[src/rtl/microroc_sc_pkg.sv]
// ---------------------------------------------------------------------------
// microroc_sc_pkg
// Shared definitions for the MICROROC slow-control loader:
//   - loader FSM state encoding
//   - default frame length, SR_CK divider and SC reset hold time
//   - DAC0 field width
// ---------------------------------------------------------------------------
package microroc_sc_pkg;

  localparam int SC_LEN_DEF     = 592;
  localparam int CLK_DIV_DEF    = 4;
  localparam int RST_CYCLES_DEF = 8;
  localparam int DAC_W          = 10;

  typedef enum logic [2:0] {
    ST_IDLE   = 3'd0,
    ST_RST    = 3'd1,
    ST_SHIFT  = 3'd2,
    ST_VERIFY = 3'd3,
    ST_DONE   = 3'd4
  } sc_state_e;

endpackage

[src/rtl/sc_bit_clock_gen.sv]
// ---------------------------------------------------------------------------
// sc_bit_clock_gen
// Divides clk by CLK_DIV to produce the slow-control shift clock.
// Within each bit period SR_CK is low for the first CLK_DIV/2 clk cycles and
// high for the rest. The divider phase is held at 0 while disabled, so the
// first enabled cycle is always the start of a bit period.
// Ports:
//   i_clk          system clock
//   i_rst_n        asynchronous active-low reset
//   i_en           run the divider (SHIFT/VERIFY)
//   o_sck          registered shift clock
//   o_sck_fall     last cycle of a bit period; SR_CK falls at the next edge
//   o_sck_sample   cycle before the SR_CK rising edge
// ---------------------------------------------------------------------------
module sc_bit_clock_gen #(
  parameter int CLK_DIV = 4
) (
  input  logic i_clk,
  input  logic i_rst_n,
  input  logic i_en,
  output logic o_sck,
  output logic o_sck_fall,
  output logic o_sck_sample
);

  localparam int PH_W = $clog2(CLK_DIV);
  localparam logic [PH_W-1:0] PH_LAST = PH_W'(CLK_DIV - 1);
  localparam logic [PH_W-1:0] PH_HALF = PH_W'(CLK_DIV / 2);
  localparam logic [PH_W-1:0] PH_PRE  = PH_W'(CLK_DIV / 2 - 1);

  logic [PH_W-1:0] r_ph;
  logic [PH_W-1:0] w_ph_nxt;
  logic            r_sck;

  always_comb begin
    w_ph_nxt = (r_ph == PH_LAST) ? '0 : r_ph + 1'b1;
  end

  // r_sck is computed from the next phase so it always matches the phase of
  // the cycle it is driven in.
  always_ff @(posedge i_clk or negedge i_rst_n) begin
    if (!i_rst_n) begin
      r_ph  <= '0;
      r_sck <= 1'b0;
    end else if (i_en) begin
      r_ph  <= w_ph_nxt;
      r_sck <= (w_ph_nxt >= PH_HALF);
    end else begin
      r_ph  <= '0;
      r_sck <= 1'b0;
    end
  end

  assign o_sck        = r_sck;
  assign o_sck_fall   = i_en & (r_ph == PH_LAST);
  assign o_sck_sample = i_en & (r_ph == PH_PRE);

endmodule

[src/rtl/microroc_sc_loader.sv]
// ---------------------------------------------------------------------------
// microroc_sc_loader
// Responder to the sweep controller's LoadSCParameter request. Merges DAC0
// into the base slow-control frame, resets the MICROROC SC register, shifts
// the frame MSB-first on SR_CK/SR_IN and returns a one-cycle
// MicrorocConfigDone pulse.
// Optional feature macro: SC_READBACK_EN
//   defined   : a VERIFY pass reshifts the frame and compares SR_OUT against
//               it; mismatches set the sticky ConfigError.
//   undefined : no verify pass, ConfigError stays 0, SR_OUT is ignored.
// Ports:
//   Clk, reset_n         clock, asynchronous active-low reset
//   LoadSCParameter      load request, rising edge triggers
//   DAC0, BaseConfig     DAC0 value and base frame, latched on accept
//   MicrorocConfigDone   one-cycle completion pulse
//   SCBusy               accepted request through Done pulse
//   SR_RSTB/SR_CK/SR_IN  ASIC slow-control reset, clock, data
//   SR_OUT               ASIC serial readback
//   ConfigError          readback mismatch flag
//
// state     | meaning
// ----------+-------------------------------------------------
// ST_IDLE   | waiting for a load request
// ST_RST    | SR_RSTB held low for RST_CYCLES clk cycles
// ST_SHIFT  | frame shifted out, SC_LEN bit periods
// ST_VERIFY | frame reshifted while SR_OUT is compared
// ST_DONE   | Done pulse, back to idle
// ---------------------------------------------------------------------------
module microroc_sc_loader
  import microroc_sc_pkg::*;
#(
  parameter int SC_LEN     = SC_LEN_DEF,
  parameter int DAC0_POS   = 0,
  parameter int CLK_DIV    = CLK_DIV_DEF,
  parameter int RST_CYCLES = RST_CYCLES_DEF
) (
  input  logic              Clk,
  input  logic              reset_n,
  input  logic              LoadSCParameter,
  input  logic [DAC_W-1:0]  DAC0,
  input  logic [SC_LEN-1:0] BaseConfig,
  output logic              MicrorocConfigDone,
  output logic              SCBusy,
  output logic              SR_RSTB,
  output logic              SR_CK,
  output logic              SR_IN,
  input  logic              SR_OUT,
  output logic              ConfigError
);

  localparam int BIT_W = $clog2(SC_LEN + 1);
  localparam int RC_W  = $clog2(RST_CYCLES + 1);
  localparam logic [BIT_W-1:0] BIT_LAST = BIT_W'(SC_LEN);
  localparam logic [RC_W-1:0]  RC_LOAD  = RC_W'(RST_CYCLES - 1);

  sc_state_e         r_state;
  logic              r_load_q;
  logic              r_load_d;
  logic              r_req;
  logic [SC_LEN-1:0] r_frame;
  logic [SC_LEN-1:0] r_shreg;
  logic [SC_LEN-1:0] w_frame_new;
  logic [BIT_W-1:0]  r_bit;
  logic [BIT_W-1:0]  w_bit_nxt;
  logic [RC_W-1:0]   r_rcnt;
  logic              r_done;
  logic              r_busy;
  logic              r_rstb;
  logic              r_sr_in;
  logic              r_err;
  logic              w_sck_en;
  logic              w_sck_fall;
  logic              w_sck_sample;

  always_comb begin
    w_frame_new                    = BaseConfig;
    w_frame_new[DAC0_POS +: DAC_W] = DAC0;
  end

  assign w_bit_nxt = r_bit + 1'b1;
  assign w_sck_en  = (r_state == ST_SHIFT) || (r_state == ST_VERIFY);

  sc_bit_clock_gen #(
    .CLK_DIV (CLK_DIV)
  ) u_sck (
    .i_clk        (Clk),
    .i_rst_n      (reset_n),
    .i_en         (w_sck_en),
    .o_sck        (SR_CK),
    .o_sck_fall   (w_sck_fall),
    .o_sck_sample (w_sck_sample)
  );

  // Request edge detect is fully registered; r_req is a one-cycle pulse that
  // is simply lost if the FSM is not idle.
  always_ff @(posedge Clk or negedge reset_n) begin
    if (!reset_n) begin
      r_load_q <= 1'b0;
      r_load_d <= 1'b0;
      r_req    <= 1'b0;
    end else begin
      r_load_q <= LoadSCParameter;
      r_load_d <= r_load_q;
      r_req    <= r_load_q & ~r_load_d;
    end
  end

  always_ff @(posedge Clk or negedge reset_n) begin
    if (!reset_n) begin
      r_state <= ST_IDLE;
      r_frame <= '0;
      r_shreg <= '0;
      r_bit   <= '0;
      r_rcnt  <= '0;
      r_done  <= 1'b0;
      r_busy  <= 1'b0;
      r_rstb  <= 1'b1;
      r_sr_in <= 1'b0;
      r_err   <= 1'b0;
    end else begin
      r_done <= 1'b0;
      case (r_state)
        ST_IDLE: begin
          if (r_req) begin
            r_state <= ST_RST;
            r_frame <= w_frame_new;
            r_busy  <= 1'b1;
            r_rstb  <= 1'b0;
            r_rcnt  <= RC_LOAD;
            r_err   <= 1'b0;
          end
        end
        ST_RST: begin
          if (r_rcnt == '0) begin
            r_state <= ST_SHIFT;
            r_rstb  <= 1'b1;
            r_sr_in <= r_frame[SC_LEN-1];
            r_shreg <= r_frame << 1;
            r_bit   <= '0;
          end else begin
            r_rcnt <= r_rcnt - 1'b1;
          end
        end
        ST_SHIFT, ST_VERIFY: begin
          if (w_sck_fall) begin
            if (w_bit_nxt == BIT_LAST) begin
              r_bit <= '0;
`ifdef SC_READBACK_EN
              if (r_state == ST_SHIFT) begin
                r_state <= ST_VERIFY;
                r_sr_in <= r_frame[SC_LEN-1];
                r_shreg <= r_frame << 1;
              end else begin
                r_state <= ST_DONE;
                r_done  <= 1'b1;
                r_sr_in <= 1'b0;
              end
`else
              r_state <= ST_DONE;
              r_done  <= 1'b1;
              r_sr_in <= 1'b0;
`endif
            end else begin
              r_bit   <= w_bit_nxt;
              r_sr_in <= r_shreg[SC_LEN-1];
              r_shreg <= r_shreg << 1;
            end
          end
`ifdef SC_READBACK_EN
          // SR_IN still holds the bit the ASIC should be presenting back, as
          // the reshift is aligned with the first pass one frame later.
          if ((r_state == ST_VERIFY) && w_sck_sample && (SR_OUT != r_sr_in)) begin
            r_err <= 1'b1;
          end
`endif
        end
        ST_DONE: begin
          r_state <= ST_IDLE;
          r_busy  <= 1'b0;
        end
        default: begin
          r_state <= ST_IDLE;
          r_busy  <= 1'b0;
          r_rstb  <= 1'b1;
        end
      endcase
    end
  end

`ifndef SC_READBACK_EN
  logic w_unused_rb;
  assign w_unused_rb = SR_OUT ^ w_sck_sample;
`endif

  assign MicrorocConfigDone = r_done;
  assign SCBusy             = r_busy;
  assign SR_RSTB            = r_rstb;
  assign SR_IN              = r_sr_in;
  assign ConfigError        = r_err;

endmodule
[config.mk]
export PLATFORM = sky130hd
export DESIGN_NAME = microroc_sc_loader
export DESIGN_NICKNAME = d
export VERILOG_FILES = /design/src/rtl/microroc_sc_pkg.sv /design/src/rtl/sc_bit_clock_gen.sv /design/src/rtl/microroc_sc_loader.sv
export SDC_FILE = /design/constraint.sdc
export NUM_CORES = 2
export LEC_CHECK = 0
export CORE_ASPECT_RATIO = 2
export CORE_UTILIZATION = 50
export CTS_CLUSTER_DIAMETER = 150
export DETAILED_ROUTE_END_ITERATION = 8
export HOLD_SLACK_MARGIN = 0.15
export PLACE_DENSITY = 0.77
export SLEW_MARGIN = 25
export SYNTH_ARGS = -nofsm -noshare
export SYNTH_HDL_FRONTEND = slang
export SYNTH_SLANG_ARGS = --single-unit
[constraint.sdc]
create_clock -name Clk -period 4.6 [get_ports Clk]
set_clock_uncertainty 0.2 [all_clocks]
set_input_delay 0.92 -clock Clk [delete_from_list [all_inputs] [get_ports Clk]]
set_output_delay 0.92 -clock Clk [all_outputs]
set_load 0.01 [all_outputs]
==> metrics.md <==
| Metric | Value |
|---|---|
| Via count | 40.7k |
| Setup TNS | 0 ns |
| Clk Latency, worst-skew pair | 0.72 ns |
| Placed cell area | 56600 µm² |
| Slew headroom | 0.303 |
| Crit path max fanout | 227 |
| Data required time of the worst path | 5.01 ns |
| Max Cap Viol | 0 |
| Area Overhead vs Synth | 21.4% |
| Largest cells by area after synthesis | dfrtp_1 61%, nand2_1 22%, a31oi_1 7.4%, nor2_1 4.5%, clkbuf_1 2.0% |
| Most common cell in the synthesized netlist | nand2_1 |
| Mean Syn Cell Area | 8.48 µm² |
| CTS Root Cell | clkbuf_16 |
| Via density | 5.32 |
| Post-CTS sizing | 0 |
| F_max | 292 MHz |
| Largest net degree at the start of global routing | 228 |
| Worst-Margin Slew | 1.05 ns |
| Sequential element share of the synthesized area | 0.608 |
| Vias in the first global route | 39.6k |
| Core area | 98500 µm² |
| Initial antenna violation count | 20 |
| Critical Path End Type | register |
| Complex-gate fraction of the synthesized area | 0.0802 |
| Synth Instances | 5862 |
| DRC | 0 |
| Remaining Overflow, GRT | 0 |
| CTS Buffer Depth | 3 |
| Final setup viols | 0 |
| Average wire per standard cell | 16.2 µm |
| Largest family of logic cells by synthesized area | simple AND/OR/NAND/NOR gates |
| Initial Util | 0.505 |
| Die area | 101000 µm² |
| Post-DP HPWL | 76500 µm |
| Status | completed |
| DR iter-0 viols | 3202 |
| Mapped Area | 49700 µm² |
| Area share of the largest cell type after synthesis | 0.608 |
| Final critical-path share of the clock period | 0.743 |
| Antenna-violating nets left | 0 |
| Setup bufs post-CTS | 0 |
| VDD IR max | 0.000499 V |
| GRT Util Overall | 0.247 |
| HP Class | reg2reg |
| Ys flop type | dfrtp_1 |
| Die span in x | 225 µm |
| Critical Setup Path Class | reg2reg |
| CTS tree | yes |
| Yosys top cell by area | dfrtp_1 |
| Die height | 448 µm |
| Ys Warns | 0 |
| Post-synth net total | 6471 |
| Ys async rst share | 1.00 |
| Dpl ws | 1.22 ns |
| Number of placement rows | 163 |
| # clock sinks | 1209 |
| Fin area | 60400 µm² |
| Power density cells | 553 nW/µm² |
| Layout cells sized above 1 | 0.0415 |
| Post-synthesis simple-gate area fraction | 0.274 |
| Worst Setup Start Kind | register |
| Setup repair after global routing missed its margin | false |
| Worst-path clk slew | 0.07 ns |
| EDFF count, synth | 0 |
| Final hold vios | 0 |
| Number of port buffers | 599 |
| WP data arrival | 3.83 ns |
| Routed wire length | 124000 µm |
| Final worst setup slack | 1.18 ns |
| Flops & latches, synth | 1209 |
| TritonRoute pass-1 iters | 6 |
| Slew Limit Fails | 0 |
| H-tree depth | 3 |
| Leakage | 28.5 nW |
| Unique masters post-synth | 50 |
| IO Count | 612 |
| Post-Synth Adder-Cell Area | 0.000755 |
| Post-synth top cells | 2971 x nand2_1, 1208 x dfrtp_1, 599 x nor2_1 |
| Crit path time final | 3.42 ns |
| First-pass GRT wire length | 201000 µm |
| Synth Area in XOR/XNOR | 0.000528 |
| Num CTS Buffers | 105 |
| GP Congestion | 0.809 |
| Final-stage net count | 6848 |
| Portion of netlist area occupied by mux cells | 0.000226 |
## state kept, by name, summed over array words and instances (netlist names)
name and cells:
r_frame 592, u_sck.r_ph 2, r_rcnt 4, SR_IN 1
SR_RSTB 1, r_shreg 591, SCBusy 1, r_bit 10
r_load_d 1, r_state 3, r_req 1, MicrorocConfigDone 1
r_load_q 1
## power by group
group	leakage, nW	switching [W]	total (W)	internal, W
sequential	12.8	0.00190	0.0160	0.0141
combinational	13.9	0.00484	0.00787	0.00303
clock	1.82	0.00413	0.00953	0.00540
## what timing repair did
item / CTS / global route
endpoints found under the setup margin: 0 / 0
endpoints found under the hold margin: 32 / 0
hold buffers: 1 / 0
## layer usage
metal | GRT usage | routed length, µm | vias up
met2 | 0.398 | 59100 | 1370
met4 | 0.101 | 4050 | 28
li1 | - | - | 19400
met1 | 0.328 | 51600 | 19700
met3 | 0.0497 | 9320 | 251
met5 | 0 | 184 | -
## final cells by class
class | count | area [µm²]
repair buffers | 670 | 6960
flip-flops and latches | 1209 | 30300
clock inverters | 57 | 743
multi-input cells | 4244 | 17700
clock buffers | 141 | 2990
fillers | 8152 | 38100
inverters | 9 | 33.8
diodes | 6 | 15.0
well taps | 1320 | 1650
## metrics by stage
| step | hold WS (ns) | power (W) | util | cells |
|---|---|---|---|---|
| 2_1_floorplan | 0.147 | 0.0218 | - | 5862 |
| 3_3_place_gp | 0.156 | 0.0235 | 0.574 | 7450 |
| 3_5_place_dp | 0.164 | 0.0240 | 0.574 | 7450 |
| 4_1_cts | 0.179 | 0.0336 | 0.612 | 7649 |
| 5_1_grt | 0.192 | 0.0355 | 0.613 | 7655 |
| 6_report | 0.171 | 0.0334 | 0.613 | 7656 |
## cell families after synthesis
family,Yosys count
AO/OA/AOI/OAI,634
buffers and inverters,409
multiplexers,1
XOR/XNOR,3
adder cells (fa/ha/maj),3
AND/OR/NAND/NOR,3602
other,1
flip-flops,1209
## cells in the final DEF, fill, tap and decap left out, types with 2 or more instances in the layout
| cell | count |
|---|---|
| inv_16 | 2 |
| o21ai_0 | 14 |
| a211oi_1 | 2 |
| nand2_1 | 2971 |
| buf_12 | 34 |
| clkbuf_1 | 17 |
| clkbuf_16 | 108 |
| inv_1 | 9 |
| clkinv_2 | 21 |
| and2_1 | 4 |
| clkinv_4 | 5 |
| nand3_1 | 5 |
| inv_6 | 4 |
| buf_4 | 36 |
| diode_2 | 6 |
| ha_1 | 3 |
| and3_1 | 3 |
| a21oi_1 | 9 |
| clkdlybuf4s50_1 | 598 |
| xnor2_1 | 2 |
| nand3b_1 | 3 |
| a2bb2oi_1 | 2 |
| nor3_1 | 4 |
| inv_8 | 2 |
| clkinvlp_4 | 8 |
| bufinv_16 | 14 |
| dfrtp_1 | 1208 |
| clkbuf_8 | 16 |
| a31oi_1 | 591 |
| nor2_1 | 599 |
| a22o_1 | 2 |
## path summary, 6_finish.rpt
check	startpoint	to	slack [ns]	cells after the start
max	r_bit[2]	r_shreg[471]	1.18	7
min	r_load_q	r_load_d	0.17	0
max reg2reg	r_bit[2]	r_shreg[471]	1.18	7
min reg2reg	r_load_q	r_load_d	0.17	0
max in group asynchronous	reset_n	r_shreg[528]	2.30	3
min in group asynchronous	reset_n	r_frame[106]	0.75	2
## critical path: stages (launching register included)
cell	delay, ns
dfrtp_1	0.46
and3_2	0.25
o2111a_1	0.15
o2111a_2	0.31
o221ai_4	0.71
buf_12	0.57
nor2_1	0.12
a31oi_1	0.21
Power figures use the tool's default switching activity.
